==> src/rtl/sprite_dma_sched.sv <==
// Shared glyph ROM scheduler for NSPR font-sprite engines.
// Pulses start per frame and grants one fixed ROM slot per sprite per line.
module sprite_dma_sched #(
    parameter int NSPR  = 4,
    parameter int ADDRW = 9,
    parameter int WIDTH = 8
) (
    input  logic                  clk,
    input  logic                  rst_n,
    input  logic                  frame,
    input  logic                  line,
    input  logic [NSPR-1:0]       spr_en,
    input  logic [NSPR*ADDRW-1:0] spr_base,
    input  logic [NSPR*ADDRW-1:0] spr_pos,
    input  logic [NSPR-1:0]       spr_done,
    input  logic [WIDTH-1:0]      rom_data,
    output logic [NSPR-1:0]       start,
    output logic [NSPR-1:0]       dma_avail,
    output logic [ADDRW-1:0]      rom_addr,
    output logic [WIDTH-1:0]      spr_data,
    output logic                  busy,
    output logic                  all_done,
    output logic                  overrun
);

    localparam int SW = (NSPR > 1) ? $clog2(NSPR) : 1;

    typedef enum logic [2:0] {
        IDLE,
        START,
        WAIT_LINE,
        GRANT,
        FLUSH
    } state_t;

    state_t          state, state_d;
    logic [SW-1:0]   slot, slot_d;
    logic [NSPR-1:0] en_q, en_d;
    logic [NSPR-1:0] start_d, avail_d;
    logic [ADDRW-1:0] addr_d;
    logic            busy_d, ovr_d;

    always_comb begin
        state_d = state;
        slot_d  = slot;
        en_d    = en_q;
        ovr_d   = 1'b0;
        if (frame) begin
            // frame beats everything, including a line in the same cycle
            en_d    = spr_en;
            state_d = START;
            slot_d  = '0;
        end else begin
            unique case (state)
                IDLE: state_d = IDLE;
                START: state_d = WAIT_LINE;
                WAIT_LINE: begin
                    if (line) begin
                        state_d = GRANT;
                        slot_d  = '0;
                    end
                end
                GRANT: begin
                    ovr_d = line;
                    if (slot == SW'(NSPR - 1)) begin
                        state_d = FLUSH;
                        slot_d  = '0;
                    end else begin
                        slot_d = slot + 1'b1;
                    end
                end
                FLUSH: begin
                    ovr_d   = line;
                    state_d = WAIT_LINE;
                end
                default: state_d = IDLE;
            endcase
        end
    end

    // Grant outputs are looked ahead from the next slot so slot k lands on t+1+k.
    always_comb begin
        start_d = (state == START) ? en_q : '0;
        avail_d = '0;
        addr_d  = '0;
        if (state_d == GRANT && en_q[slot_d]) begin
            avail_d = NSPR'(1) << slot_d;
            addr_d  = spr_base[slot_d*ADDRW +: ADDRW]
                    + spr_pos[slot_d*ADDRW +: ADDRW];
        end
        busy_d = (state_d == GRANT) || (state_d == FLUSH);
    end

    always_ff @(posedge clk or negedge rst_n) begin
        if (!rst_n) begin
            state     <= IDLE;
            slot      <= '0;
            en_q      <= '0;
            start     <= '0;
            dma_avail <= '0;
            rom_addr  <= '0;
            busy      <= 1'b0;
            overrun   <= 1'b0;
        end else begin
            state     <= state_d;
            slot      <= slot_d;
            en_q      <= en_d;
            start     <= start_d;
            dma_avail <= avail_d;
            rom_addr  <= addr_d;
            busy      <= busy_d;
            overrun   <= ovr_d;
        end
    end

    assign spr_data = rom_data;
    assign all_done = &(spr_done | ~en_q);

endmodule

==> config.mk <==
export PLATFORM = sky130hd
export DESIGN_NAME = sprite_dma_sched
export DESIGN_NICKNAME = d
export VERILOG_FILES = /design/src/rtl/sprite_dma_sched.sv
export SDC_FILE = /design/constraint.sdc
export NUM_CORES = 1
export LEC_CHECK = 0
export ABC_AREA = 1
export CORE_MARGIN = 3
export CORE_UTILIZATION = 39
export CTS_BUF_LIST = sky130_fd_sc_hd__clkbuf_16
export DETAILED_ROUTE_END_ITERATION = 16
export PLACE_DENSITY = 0.82
export SLEW_MARGIN = 20
export SYNTH_ARGS = -nofsm -noshare
export SYNTH_HDL_FRONTEND = slang
export SYNTH_SLANG_ARGS = --single-unit
==> constraint.sdc <==
create_clock -name clk -period 3.5 [get_ports clk]
set_clock_uncertainty 0.15 [all_clocks]
set_input_delay 0.525 -clock clk [delete_from_list [all_inputs] [get_ports clk]]
set_output_delay 0.525 -clock clk [all_outputs]
set_load 0.05 [all_outputs]
# Yosys cells after proc, flatten, opt, wreduce, memory -nomap -nowiden
# Cells that the tools add are included.
# totals
ff_bits	28
output_inout_bits	28
# classes
add_sub_neg	2
mul	1
order_cmp	1
eq_ne	7
shifts	3
n_mux	15
bitwise_logic	2
n_reduce_logical	5
# op_table
operator	count
36-bit by 7-bit indexed part select with 9-bit output	2
9-bit adder	1
3-bit by 2-bit == test with 1-bit output (second input constant)	3
3-bit 2-to-1 mux	3
9-bit 2-to-1 mux	1
3-bit case mux with 3 select lines	1
4-bit 2-to-1 mux	2
3-bit == test (second input constant)	2
2-bit by 4-bit multiplier with 6-bit output (second input constant)	1
2-bit 2-to-1 mux	3
4-bit NOT	1
4-bit bitwise OR	1
2-bit case mux with 2 select lines	1
4-bit AND reduction	1
2-bit OR reduction	2
1-bit by 2-bit left shift with 4-bit output (first input constant)	1
3-bit by 1-bit == test with 1-bit output (second input constant)	1
2-bit by 3-bit less-than comparator with 1-bit output (second input constant)	1
1-bit 2-to-1 mux	3
2-bit by 1-bit adder with 2-bit output (second input constant)	1
1-bit binary-select mux with 2-bit select	1
2-bit == test (second input constant)	1
1-bit logical AND	1
1-bit logical OR	1

# Depth between registers and ports, before layout
# logic_depth
ltp_word	8
ltp_mapped	20

# Worst setup path after synthesis
# No wires, ideal clock.
# synth_path
path_type	reg2reg
from	register slot[0]
to	register rom_addr[6]
setup_ns	0.120
arrival_ns	2.859
slack_ns	0.371
stages_incl_launch_ff	20
n_path_buf	2
period_less_slack_ns	3.129
cell_sequence	dfrtp_1 ha_1 inv_1 nor2_2 inv_2 nand2_4 nand2_8 buf_8 clkbuf_1 nand3_1 nand3_1 ha_1 fa_1 a21oi_1 o21ai_0 nand2_1 a21oi_1 nor2_1 xor2_1 nor2_2
# synth_between
elab_chain_len	8
elab_cells_between_ends	18
# synth_lines
item	line_no	rtl
from (decl)	37	logic [SW-1:0] slot, slot_d;
from (signal assigned)	106	slot <= slot_d;
2-bit by 1-bit adder with 2-bit output / 2-bit == test (equally long branches)	69, 65	
2-bit 2-to-1 mux	65	if (slot == SW'(NSPR - 1)) begin
2-bit case mux with 2 select lines	54	unique case (state)
2-bit 2-to-1 mux	48	if (frame) begin
2-bit by 4-bit multiplier with 6-bit output / 1-bit binary-select mux with 2-bit select (equally long branches)	88, 89, 86	
36-bit by 7-bit indexed part select with 9-bit output, or another cell as far along	88	addr_d = spr_base[slot_d*ADDRW +: ADDRW]
9-bit adder / 1-bit logical AND (equally long branches)	89, 86	
9-bit 2-to-1 mux (*)	86	if (state_d == GRANT && en_q[slot_d]) begin
via addr_d[6]	40	logic [ADDRW-1:0] addr_d;
to (signal assigned)	110	rom_addr <= addr_d;
to (decl)	19	output logic [ADDRW-1:0] rom_addr,
# The timed path passes the listed nets; every way through them passes the cells marked *. The select of a mux whose other input is x is not followed.
# A chain may end at the register's enable or synchronous reset.

# Worst setup path in the final report
# layout_path
from	input line
to	register rom_addr[6]
# layout_between
elab_chain_len	7
elab_cells_between_ends	15
# layout_lines
item	line_no	rtl
from (decl)	11	input logic line,
2-bit 2-to-1 mux	58	if (line) begin
2-bit case mux with 2 select lines	54	
2-bit 2-to-1 mux	48	
2-bit by 4-bit multiplier with 6-bit output / 1-bit binary-select mux with 2-bit select (equally long branches)	88, 89, 86	
36-bit by 7-bit indexed part select with 9-bit output, or another cell as far along	88	
9-bit adder / 1-bit logical AND (equally long branches)	89, 86	
9-bit 2-to-1 mux (*)	86	
via addr_d[6]	40	
# Marked as above.

==> impl_metrics.toml <==
[die]
rows = 25
start_util_pct = 42.1
dieArea_um2 = 6250
fp.dieH_um = 79.1
die_x_um = 79.1
pin_count = 120
core_area_um2 = 4940

[setup_path]
cp.arrival_ns = 3.28
crit_chain = "clkdlybuf4s50_1 -> buf_4 -> o21ai_2 -> buf_4 -> nand2_1 -> nand2_2 -> nor2_8 -> a22oi_1 -> nand3_1 -> ha_1 -> fa_2 -> a21oi_2 -> o21ai_1 -> nand2_1 -> a21oi_1 -> nor2_1 -> xor2_1 -> nor2_2"
critPathKind = "input port to flip-flop"
cp_max_fo = 5
crit_path_start_kind = "input port"
critPathBufInv = 3
worst_setup_path_end_kind = "flip-flop"
slowest_stage = "clkdlybuf4s50_1"
worst_ep_required_time_ns = 3.50
critical_path.top_delay_family = "buffers and inverters"
critPathMaxStageDelay_ns = 0.43

[finish]
synthToLayoutAreaGrowth_pct = 64.4
stdcell_count = 456
fin_nets = 492
design_area_um2 = 3420
antenna_cells = 0
fillerInstances = 413
final_layout_size_suffix_gt1_share_pct = 17.5

[detailed_routing]
finalWirelength_mm = 6.73
firstDrtPassIters = 4
wire_per_inst_um = 14.8
drc_errors = 0
dr_total_vias = 2347
drt-vias-per-instance = 5.15
drtAntennaViolNets = 0
drtIter0Drc = 87

[global_routing]
use_met1_pct = 27.9
busiest_layer = "met2"
antenna_found_initial = 0
grt_usage_pct = 22.5
grt.met2_usage_pct = 39.2
grt_pass1_wl_mm = 11.1
grt_pass1_vias = 2432
grt_max_degree = 29
grtUsageMet3_pct = 2.95
grt_overflow = 0

[place]
gp_congestion = 0.945
hpwl_mm = 5.73
dp.cells = 451
post_dp_cell_area_um2 = 3310
port_buffers = 103

[synth]
yosys_warnings = 0
yosys.area.top_type = "dfrtp_1"
synth_simple_gate_area_share_pct = 30.9
postSynthCellCount = 268
syn_area_per_cell_um2 = 7.77
syn-num-nets = 370
yosys.area.top_type_share_pct = 33.7
syn_area_um2 = 2080
synth_compound_area_share_pct = 16.0
synth_top_family_by_area = "simple AND/OR/NAND/NOR gates"
synth_xor_area_share_pct = 2.10
ys_seq_elements = 28
yosys-top-cells-area = "dfrtp_1, nand2_1, nand3_1"
synth_mux_area_share_pct = 0
yosysSeqAreaShare_pct = 33.7
synth_fa_ha_area_share_pct = 6.37
synth_cell_types = 33

[cts]
cts.clk_slew.worst_paths_ns = 0.07
clk_latency_ns = 0.26
cts_tree = "yes"
cts_sinks = 28
cts_max_level = 1
numCtsBuffers = 3
holdBufCountCts = 0
cts_root_buf = "clkbuf_16"
clockBufferDepth = 2

[sta]
finalMaxSlewViolations = 0
hold_violations = 0
finalSetupViolations = 0
fin_crit_ns = 3.28
clock.fmax_mhz = 305
fin_setup_tns_ns = 0
rsz0062_at_grt = "false"
min_period_over_period_pct = 93.6
worstMarginPinSlew_ns = 0.530
relSlewSlack_pct = 64.5

[run_status]
outcome = "finished, final reports clean"

[power_and_ir_drop]
powerDensity_nw_per_um2 = 361
p_leak_nw = 1.56
p_total_mw = 1.23
ir_drop_v = 0.000179

[job]
maxCapViolations = 0

[worst_hold_path]
worstHoldPathType = "flip-flop to flip-flop"
-- where the power goes --
group	switching (mW)	internal, mW	total [mW]
clock network	0.103	0.153	0.256
logic	0.333	0.291	0.624
registers	0.0115	0.343	0.354
-- sequential cells by signal (all words and copies together), names as in the netlist --
| register | flops |
|---|---|
| slot | 2 |
| rom_addr | 9 |
| en_q | 4 |
| overrun | 1 |
| busy | 1 |
| dma_avail | 4 |
| start | 4 |
| state | 3 |
-- area by class of cell --
cell class / count / area [um2] / area share [%]
inverters: 28 / 113 / 3.29
well taps: 67 / 83.8 / 2.45
multi-input cells: 196 / 1180 / 34.4
clock inverters: 1 / 3.75 / 0.110
clock buffers: 3 / 75.1 / 2.19
repair buffers: 133 / 1270 / 37.1
flip-flops and latches: 28 / 701 / 20.5
-- metrics by stage --
step | utilization (%) | hold WS [ns] | setup slack (ns)
final | 69.2 | 0.382 | 0.224
after global routing | 69.2 | 0.425 | 0.0397
after CTS | 68.6 | 0.380 | 0.120
after detailed placement | 67.0 | 0.365 | -0.150
after global placement | 67.0 | 0.349 | -0.0191
after floorplan | - | 0.0794 | 0.371
-- routing by layer --
layer	vias to the layer above	wire, um	share of wire [%]
met5	-	0	0
met4	0	206	3.1
met3	26	420	6.2
met2	101	3400	51
met1	1074	2710	40
li1	1146	-	-
-- synth_stat cells --
library cell and count:
nand2_1 43, nand3_1 30, dfrtp_1 28, nor2_1 25, inv_1 22, o22ai_1 20
nor2_2 13, buf_4 11, o21ai_0 10, a21oi_1 9, ha_1 9, a22oi_1 7
nand4_1 4, inv_2 3, inv_4 3, nand2_2 3, nor3_1 3, xor2_1 3
a31oi_1 2, buf_2 2, clkbuf_1 2, nand2_4 2, nor2_8 2, o211ai_1 2
xnor2_1 2, a21oi_4 1, buf_8 1, fa_1 1, nand2_8 1, nand3_2 1
o21ai_2 1, o31ai_1 1, or2_2 1
-- worst register-to-register path: cells and delay by family, from the launching register on --
family	cells	cell delay, ns
adder cells (fa/ha/maj)	3	0.89
AND/OR/NAND/NOR	8	0.78
flip-flops	1	0.42
AO/OA/AOI/OAI	4	0.41
XOR/XNOR	1	0.20
buffers and inverters	3	0.16
-- path summary, 6_finish.rpt --
| path | startpoint | endpoint | slack (ns) | depth (start not counted) |
|---|---|---|---|---|
| worst max-delay path | line | rom_addr[6] | 0.22 | 18 |
| worst min-delay path | en_q[2] | start[2] | 0.38 | 2 |
| worst max register to register | slot[0] | rom_addr[6] | 0.38 | 19 |
| worst min register to register | en_q[2] | start[2] | 0.38 | 2 |
| max in group asynchronous | rst_n | dma_avail[3] | 2.45 | 2 |
| min in group asynchronous | rst_n | overrun | 0.49 | 2 |
-- placed cells by master (no fill, tap or decap), types with 8 or more instances in the layout --
master and count:
a21oi_1 8, buf_4 29, dfrtp_1 28, o21ai_0 8, nor2_1 25, nand3_1 29, nor2_2 13, nand2_1 43
inv_1 22, ha_1 8, o22ai_1 20, clkdlybuf4s50_1 103
-- logic make-up after synthesis --
family | after synthesis
compound gates | 53
fa+ha+maj | 10
xor+xnor | 5
flops | 28
buf+inv | 44
simple gates | 128
-- timing repair --
item,in CTS,in global routing
buffers inserted,0,1
endpoints found under the setup margin,0,4
resized for setup,0,6
No activity file was read; power rests on OpenSTA's default activity.
